## config.mk

```make
export PLATFORM = sky130hd
export DESIGN_NAME = hazard_ctrl
export DESIGN_NICKNAME = d
export VERILOG_FILES = /design/src/rtl/pipe_pkg.sv /design/src/rtl/fwd_sel.sv /design/src/rtl/hazard_ctrl.sv
export SDC_FILE = /design/constraint.sdc
export NUM_CORES = 1
export LEC_CHECK = 0
export BUFFER_PORTS_ARGS = -buffer_cell sky130_fd_sc_hd__buf_2
export CORE_AREA = 2 2 56 58
export DETAILED_ROUTE_END_ITERATION = 7
export DIE_AREA = 0 0 58 60
export GPL_TIMING_DRIVEN = 0
export PLACE_DENSITY = 0.8
export SLEW_MARGIN = 20
export SYNTH_ARGS = -nofsm -noshare
export SYNTH_HDL_FRONTEND = slang
export SYNTH_SLANG_ARGS = --single-unit
```

## constraint.sdc

```tcl
create_clock -name CLK -period 1.43 [get_ports CLK]
set_input_delay 0 -clock CLK [delete_from_list [all_inputs] [get_ports CLK]]
set_output_delay 0 -clock CLK [all_outputs]
set_load 0.02 [all_outputs]
```

## src/rtl/pipe_pkg.sv

```systemverilog
// -----------------------------------------------------------------------------
// pipe_pkg
// Shared definitions for the pipeline hazard controller:
//   - state_e      : controller states (RUN, MEM_WAIT, FLUSH, ERROR)
//   - FWD_*        : ALU operand source selects driven on ForwardA/ForwardB
//   - ex_rec_t     : shadow record of the instruction currently in EX
//   - mem_rec_t    : shadow record of the instruction currently in MEM
//   - reg_match()  : register-dependency compare that never matches x0
// -----------------------------------------------------------------------------
package pipe_pkg;

  typedef enum logic [1:0] {
    ST_RUN      = 2'd0,
    ST_MEM_WAIT = 2'd1,
    ST_FLUSH    = 2'd2,
    ST_ERROR    = 2'd3
  } state_e;

  localparam logic [1:0] FWD_REG   = 2'b00;  // operand from the register file
  localparam logic [1:0] FWD_EXMEM = 2'b01;  // operand from the EX/MEM result
  localparam logic [1:0] FWD_MEMWB = 2'b10;  // operand from the MEM/WB result

  typedef struct packed {
    logic [4:0] rd;
    logic       wr;
    logic       load;
    logic       mem;
  } ex_rec_t;

  typedef struct packed {
    logic [4:0] rd;
    logic       wr;
    logic       mem;
  } mem_rec_t;

  // x0 is hard-wired to zero, so a write to it is never a real producer.
  function automatic logic reg_match(input logic [4:0] rs, input logic [4:0] rd);
    return (rd != 5'd0) && (rs == rd);
  endfunction

endpackage

```

## src/rtl/fwd_sel.sv

```systemverilog
// -----------------------------------------------------------------------------
// fwd_sel
// Operand forwarding select for one ALU source register. The youngest producer
// (EX) wins over the older one (MEM). A load in EX cannot forward: its data does
// not exist yet, and the load-use stall covers that case instead.
//
// Ports:
//   i_rs        in  5  source register of the instruction in ID
//   i_ex_rd     in  5  destination of the instruction in EX
//   i_ex_wr     in  1  EX instruction writes its destination
//   i_ex_load   in  1  EX instruction is a load
//   i_mem_rd    in  5  destination of the instruction in MEM
//   i_mem_wr    in  1  MEM instruction writes its destination
//   o_sel       out 2  FWD_REG / FWD_EXMEM / FWD_MEMWB
// -----------------------------------------------------------------------------
module fwd_sel
  import pipe_pkg::*;
(
  input  logic [4:0] i_rs,
  input  logic [4:0] i_ex_rd,
  input  logic       i_ex_wr,
  input  logic       i_ex_load,
  input  logic [4:0] i_mem_rd,
  input  logic       i_mem_wr,
  output logic [1:0] o_sel
);

  always_comb begin
    // NOTE: default assigned first so every path drives o_sel; no latch is inferred.
    o_sel = FWD_REG;
    if (i_ex_wr && !i_ex_load && reg_match(i_rs, i_ex_rd)) begin
      o_sel = FWD_EXMEM;
    end else if (i_mem_wr && reg_match(i_rs, i_mem_rd)) begin
      o_sel = FWD_MEMWB;
    end
  end

endmodule

```

## src/rtl/hazard_ctrl.sv

```systemverilog
// -----------------------------------------------------------------------------
// hazard_ctrl
// Hazard and stall controller for a 5-stage in-order pipeline. Keeps shadow
// records of the instructions in EX and MEM, stalls on data-memory latency and
// load-use dependencies, flushes on a redirect resolved in EX, selects ALU
// operand forwarding, and raises a sticky error when the data memory fails to
// acknowledge within TIMEOUT wait cycles.
//
// Parameter:
//   TIMEOUT      max MEM_WAIT cycles without DmemAck before entering ERROR
//
// Ports:
//   CLK          in   1  clock, rising edge
//   RST          in   1  synchronous active-high reset
//   IDrs1/2, IDrd in  5  register fields of the instruction in ID
//   IDUse1/2     in   1  ID reads rs1 / rs2
//   IDRegWrite   in   1  ID writes rd
//   IDMemRead    in   1  ID is a load
//   IDMemAccess  in   1  ID touches data memory
//   Redirect     in   1  taken branch/jump resolved in EX
//   DmemAck      in   1  data-memory completion for the access in MEM
//   PCWriteEn    out  1  PC advance enable
//   IFIDWriteEn  out  1  IF/ID advance enable
//   IFIDFlush    out  1  zero the IF/ID register
//   IDEXBubble   out  1  load a NOP into ID/EX
//   DmemReq      out  1  data-memory request for the access in MEM
//   ForwardA/B   out  2  ALU operand source for rs1 / rs2
//   Err          out  1  sticky data-memory timeout flag
// -----------------------------------------------------------------------------
module hazard_ctrl
  import pipe_pkg::*;
#(
  parameter int TIMEOUT = 15
) (
  input  logic       CLK,
  input  logic       RST,
  input  logic [4:0] IDrs1,
  input  logic [4:0] IDrs2,
  input  logic [4:0] IDrd,
  input  logic       IDUse1,
  input  logic       IDUse2,
  input  logic       IDRegWrite,
  input  logic       IDMemRead,
  input  logic       IDMemAccess,
  input  logic       Redirect,
  input  logic       DmemAck,
  output logic       PCWriteEn,
  output logic       IFIDWriteEn,
  output logic       IFIDFlush,
  output logic       IDEXBubble,
  output logic       DmemReq,
  output logic [1:0] ForwardA,
  output logic [1:0] ForwardB,
  output logic       Err
);

  localparam int CNT_W = (TIMEOUT < 1) ? 1 : $clog2(TIMEOUT + 1);

  state_e           r_state;
  ex_rec_t          r_ex;
  mem_rec_t         r_mem;
  logic [CNT_W-1:0] r_cnt;
  // A redirect seen while the pipeline is frozen is remembered and applied on
  // the cycle the stall ends, even if the input has dropped by then.
  logic             r_redir_pend;

  logic    w_stall;      // pipeline frozen this cycle by the data memory
  logic    w_go;         // pipeline advances this cycle
  logic    w_redir;      // redirect applied this cycle
  logic    w_load_use;   // load-use bubble inserted this cycle
  ex_rec_t w_ex_next;

  // ---------------------------------------------------------------------------
  // Stall / flush decisions (priority: ERROR > Dmem stall > redirect > load-use)
  // ---------------------------------------------------------------------------
  always_comb begin
    w_stall = 1'b0;
    w_go    = 1'b0;
    unique case (r_state)
      ST_RUN, ST_FLUSH: begin
        w_stall = r_mem.mem && !DmemAck;
        w_go    = !w_stall;
      end
      ST_MEM_WAIT: begin
        w_stall = !DmemAck;
        w_go    = DmemAck;
      end
      default: ;  // ERROR: everything frozen
    endcase

    // The cycle after a flush carries the squashed slot; its Redirect is stale.
    w_redir    = w_go && (r_redir_pend || (Redirect && (r_state != ST_FLUSH)));
    w_load_use = w_go && !w_redir && r_ex.load &&
                 ((IDUse1 && reg_match(IDrs1, r_ex.rd)) ||
                  (IDUse2 && reg_match(IDrs2, r_ex.rd)));

    if (w_redir || w_load_use) begin
      w_ex_next = '0;
    end else begin
      w_ex_next = '{rd: IDrd, wr: IDRegWrite, load: IDMemRead, mem: IDMemAccess};
    end
  end

  assign PCWriteEn   = w_go && !w_load_use;
  assign IFIDWriteEn = w_go && !w_load_use;
  assign IFIDFlush   = w_redir;
  assign IDEXBubble  = w_redir || w_load_use;
  assign DmemReq     = (r_state == ST_MEM_WAIT) ||
                       (((r_state == ST_RUN) || (r_state == ST_FLUSH)) && r_mem.mem);
  assign Err         = (r_state == ST_ERROR);

  // ---------------------------------------------------------------------------
  // Forwarding selects, one compare unit per ALU source
  // ---------------------------------------------------------------------------
  fwd_sel u_fwd_a (
    .i_rs      (IDrs1),
    .i_ex_rd   (r_ex.rd),
    .i_ex_wr   (r_ex.wr),
    .i_ex_load (r_ex.load),
    .i_mem_rd  (r_mem.rd),
    .i_mem_wr  (r_mem.wr),
    .o_sel     (ForwardA)
  );

  fwd_sel u_fwd_b (
    .i_rs      (IDrs2),
    .i_ex_rd   (r_ex.rd),
    .i_ex_wr   (r_ex.wr),
    .i_ex_load (r_ex.load),
    .i_mem_rd  (r_mem.rd),
    .i_mem_wr  (r_mem.wr),
    .o_sel     (ForwardB)
  );

  // ---------------------------------------------------------------------------
  // State, shadow records and wait counter
  // ---------------------------------------------------------------------------
  // NOTE: non-blocking assignments so every register samples pre-edge values.
  always_ff @(posedge CLK) begin
    if (RST) begin
      r_state      <= ST_RUN;
      r_ex         <= '0;
      r_mem        <= '0;
      r_cnt        <= '0;
      r_redir_pend <= 1'b0;
    end else begin
      if (w_go) begin
        r_ex  <= w_ex_next;
        r_mem <= '{rd: r_ex.rd, wr: r_ex.wr, mem: r_ex.mem};
      end

      unique case (r_state)
        ST_RUN, ST_FLUSH: begin
          r_cnt <= '0;
          if (w_stall) begin
            r_state      <= ST_MEM_WAIT;
            r_redir_pend <= Redirect && (r_state == ST_RUN);
          end else if (w_redir) begin
            r_state <= ST_FLUSH;
          end else begin
            r_state <= ST_RUN;
          end
        end

        ST_MEM_WAIT: begin
          if (DmemAck) begin
            r_cnt        <= '0;
            r_redir_pend <= 1'b0;
            r_state      <= w_redir ? ST_FLUSH : ST_RUN;
          end else begin
            r_cnt <= r_cnt + 1'b1;
            if (Redirect) begin
              r_redir_pend <= 1'b1;
            end
            if (int'(r_cnt) + 1 >= TIMEOUT) begin
              r_state <= ST_ERROR;
            end
          end
        end

        default: r_state <= ST_ERROR;  // sticky until reset
      endcase
    end
  end

endmodule

```

==> summary.txt <==
Place
  – Placed Instances: 209
  – Placed inst area: 1530 sq um
  – Gpl congestion: 0.824
  – Port buffer count: 32
  – Post-DP HPWL: 2370 um

Cells and area
  – Final instance area: 1940 sq um
  – Finished Layout Cells: 235
  – Fill cells: 231
  – Share of post-route cells with drive strength above 1: 46.0%
  – Area growth from synthesis to final layout: 54.4%
  – Final Core Density: 66.9%
  – Final nets: 229
  – Number of diodes: 0

Synth
  – Yosys warns: 0
  – EDFF count, synth: 0
  – Post-synth ARST share: 0%
  – Post-Syn Area: 1260 sq um
  – Main synth FF type: dfxtp_1
  – Sequential fraction of the synthesis area: 35.0%
  – Netlist cell types: 37
  – Yosys top cell area share: 35.0%
  – Syn nets: 170
  – Top-count cell post-synth: dfxtp_1
  – Synth Register Bits: 22
  – Post-Syn Area per Cell: 8.74 sq um
  – Synth cell count leaders: 22 x dfxtp_1, 20 x nor2_1, 20 x xor2_1, 9 x a21oi_1
  – Synth area leader: dfxtp_1
  – Cells after Synth: 144
  – Top post-synthesis cells by area: dfxtp_1 35%, xor2_1 14%, nor2_1 6.0%

Setup path
  – WP buf/inv: 2
  – Req. time, crit path: 1.43 ns
  – Critical path class: register to output port
  – RR Endpoint: r_ex[7]$_SDFFE_PP0P_
  – Crit path max fanout: 5
  – Reg2Reg Setup Slack: -0.30 ns
  – Most used cell, CP: buf_6
  – Worst R2R Start: r_ex[4]$_SDFFE_PP0P_
  – R2r worst-path depth: 8
  – Critical path's top delay family: compound AO/OA/AOI/OAI gates
  – Worst path max stage delay: 0.39 ns
  – WP data arrival: 1.83 ns
  – Slowest CP cell: dfxtp_4
  – Startpoint Class: register
  – Critical path cell sequence: xor2_2 -> nor3_2 -> a32o_2 -> nand2_2 -> o21a_4 -> buf_6 -> buf_6
  – CP Capture Type: output port

STA
  – Least-Margin Pin Slew: 0.436 ns
  – WHS: 0.0639 ns
  – Achievable Freq: 546 MHz
  – Fin Setup TNS: -4.31 ns
  – Clk_skew: 0.00552 ns
  – # setup viols final: 15
  – Slew HR: 71.0%
  – Pins over their slew limit: 0
  – Final worst-path cycle share: 128%
  – RSZ-0062 raised after global routing: true
  – Final min period: 1.83 ns
  – Hold Fails Final Rpt: 0
  – Final setup margin: -0.401 ns

Drt
  – WL final: 3390 um
  – Initial drt markers: 29
  – Uppermost layer routed: met4
  – Drt wl/cell: 14.4 um
  – Final ANT Viol Nets: 0
  – First-pass DRT Iterations: 4
  – Vias: 1,271
  – Met3 Wirelength: 145 um
  – Metal-1 WL: 1310 um
  – Metal2 WL: 1880 um
  – DRC errors left: 0
  – Vias per cell: 5.41

Power
  – Maximum VDD drop: 0.896 mV
  – Pleak: 0.886 nW
  – Pwr Density: 702 nW/um^2

Floorplan
  – I/O pin cnt: 34
  – Core Box Area: 2900 sq um
  – Initial core utilization: 43.4%
  – DIE AREA: 3480 sq um
  – Die Y: 60 um
  – DIE WIDTH: 58 um
  – FP Rows: 20

GRT
  – Global-route wire length before repair: 5500 um
  – Global route overflow: 0
  – Initial antenna violation count: 0
  – Largest net degree at the start of global routing: 13
  – Vias in the first global route: 1,271
  – GR Util All Layers: 20.8%

Clock network
  – TritonCTS clock tree: built
  – Clock tree sinks: 22
  – H-tree Lvls: 1
  – TritonCTS Buffers: 3
  – Root Buffer: clkbuf_4
  – Clk Latency, worst-skew pair: 0.31 ns
  – CTS Buffer Depth: 2
  – Clock-pin slew on the worst setup and hold paths: 0.12 ns

Outcome
  – Violated checks: negative setup slack
  – Status: finished with violations

Job
  – Max-cap viol count: 0

Worst hold path
  – Hold Path Stages: 4
  – Worst min path class: input pin to register
  – Hold endpoint: r_mem[0]$_SDFFE_PP0P_
  – HP Start: DmemAck
-- worst reg2reg max path, cell delays in order (launching register included) --
cell and delay (ns):
dfxtp_4 0.40, xor2_1 0.18, nor3_2 0.08, a32o_2 0.29, buf_4 0.13, buf_4 0.13
a211oi_4 0.20, buf_6 0.16, a22o_1 0.12
-- timing repair --
action / 4_1_cts / 5_1_grt
hold buffers: 9 / 0
endpoints found under the setup margin: 18 / 20
endpoints found under the hold margin: 11 / 0
cloned: 0 / 1
pin swaps: 11 / 16
gates resized for setup: 41 / 14
setup buffers: 9 / 4
-- through the flow --
stage          total power (W)  worst slack, ns
3_5_place_dp          0.000938           -0.218
4_1_cts                0.00135           -0.398
3_3_place_gp          0.000924           -0.203
5_1_grt                0.00142           -0.481
6_report               0.00136           -0.401
2_1_floorplan         0.000848          -0.0441
-- flip-flops by register name, indices dropped and copies added, names as in the netlist --
| register | count |
|---|---|
| r_state | 2 |
| r_ex | 8 |
| r_mem | 7 |
| r_redir_pend | 1 |
| r_cnt | 4 |
-- layout make-up --
class | instances | area (sq um) | area share, %
Tap cell | 33 | 41.3 | 2.12
Buffer | 4 | 31.3 | 1.61
Timing Repair Buffer | 55 | 400 | 20.6
Multi-Input combinational cell | 115 | 953 | 49.1
Clock buffer | 4 | 36.3 | 1.87
Sequential cell | 22 | 473 | 24.3
Inverter | 2 | 7.51 | 0.386
-- worst max-delay path by stage --
stage	slack (ns)	startpoint	depth (start not counted)	endpoint
floorplan	-0.04	r_mem[2]$_SDFFE_PP0P_	4	ForwardB[1]
global placement	-0.20	r_ex[5]$_SDFFE_PP0P_	7	PCWriteEn
detailed placement	-0.22	r_ex[5]$_SDFFE_PP0P_	7	PCWriteEn
CTS	-0.40	r_ex[6]$_SDFFE_PP0P_	7	PCWriteEn
global route	-0.48	r_ex[5]$_SDFFE_PP0P_	7	PCWriteEn
finish	-0.40	r_ex[5]$_SDFFE_PP0P_	7	PCWriteEn
-- power by group --
group,switching [W],internal (W)
clock network,0.000187,0.000156
logic,0.000164,0.000179
registers,0.0000418,0.000637
total,0.000393,0.000971
-- metal layers --
metal | track usage [%] | vias to the layer above
met2 | 41.4 | 39
met3 | 3.90 | 10
li1 | - | 618
met1 | 22.1 | 604
met5 | 0 | -
met4 | 5.98 | 0
-- placed cells by master (no fill, tap or decap), types with 2 or more instances in the layout --
cell / netlist / final
a21oi_1: 9 / 8
a22o_1: 8 / 8
buf_2: 1 / 27
buf_4: 2 / 12
buf_6: 0 / 10
clkbuf_4: 0 / 3
dfxtp_1: 22 / 10
dfxtp_2: 0 / 5
dfxtp_4: 0 / 7
dlygate4sd3_1: 0 / 9
mux2i_1: 6 / 6
nand2_1: 8 / 7
nand2_2: 1 / 2
nand2b_1: 4 / 2
nand2b_4: 0 / 2
nor2_1: 20 / 17
nor2_4: 0 / 2
nor2b_1: 5 / 5
nor3_2: 0 / 3
nor3b_1: 2 / 2
o21ai_0: 5 / 2
o21ai_1: 0 / 2
or4_4: 0 / 2
xor2_1: 20 / 17
xor2_4: 0 / 2
-- logic make-up after synthesis --
| family | count (synthesis) | share of synthesized area [%] |
|---|---|---|
| simple gates | 54 | 21.9 |
| xor+xnor | 20 | 13.9 |
| fa+ha+maj | 2 | 1.99 |
| compound gates | 33 | 19.7 |
| buf+inv | 7 | 2.78 |
| mux | 6 | 4.77 |
| flops | 22 | 35.0 |
Power figures use the tool's default switching activity.
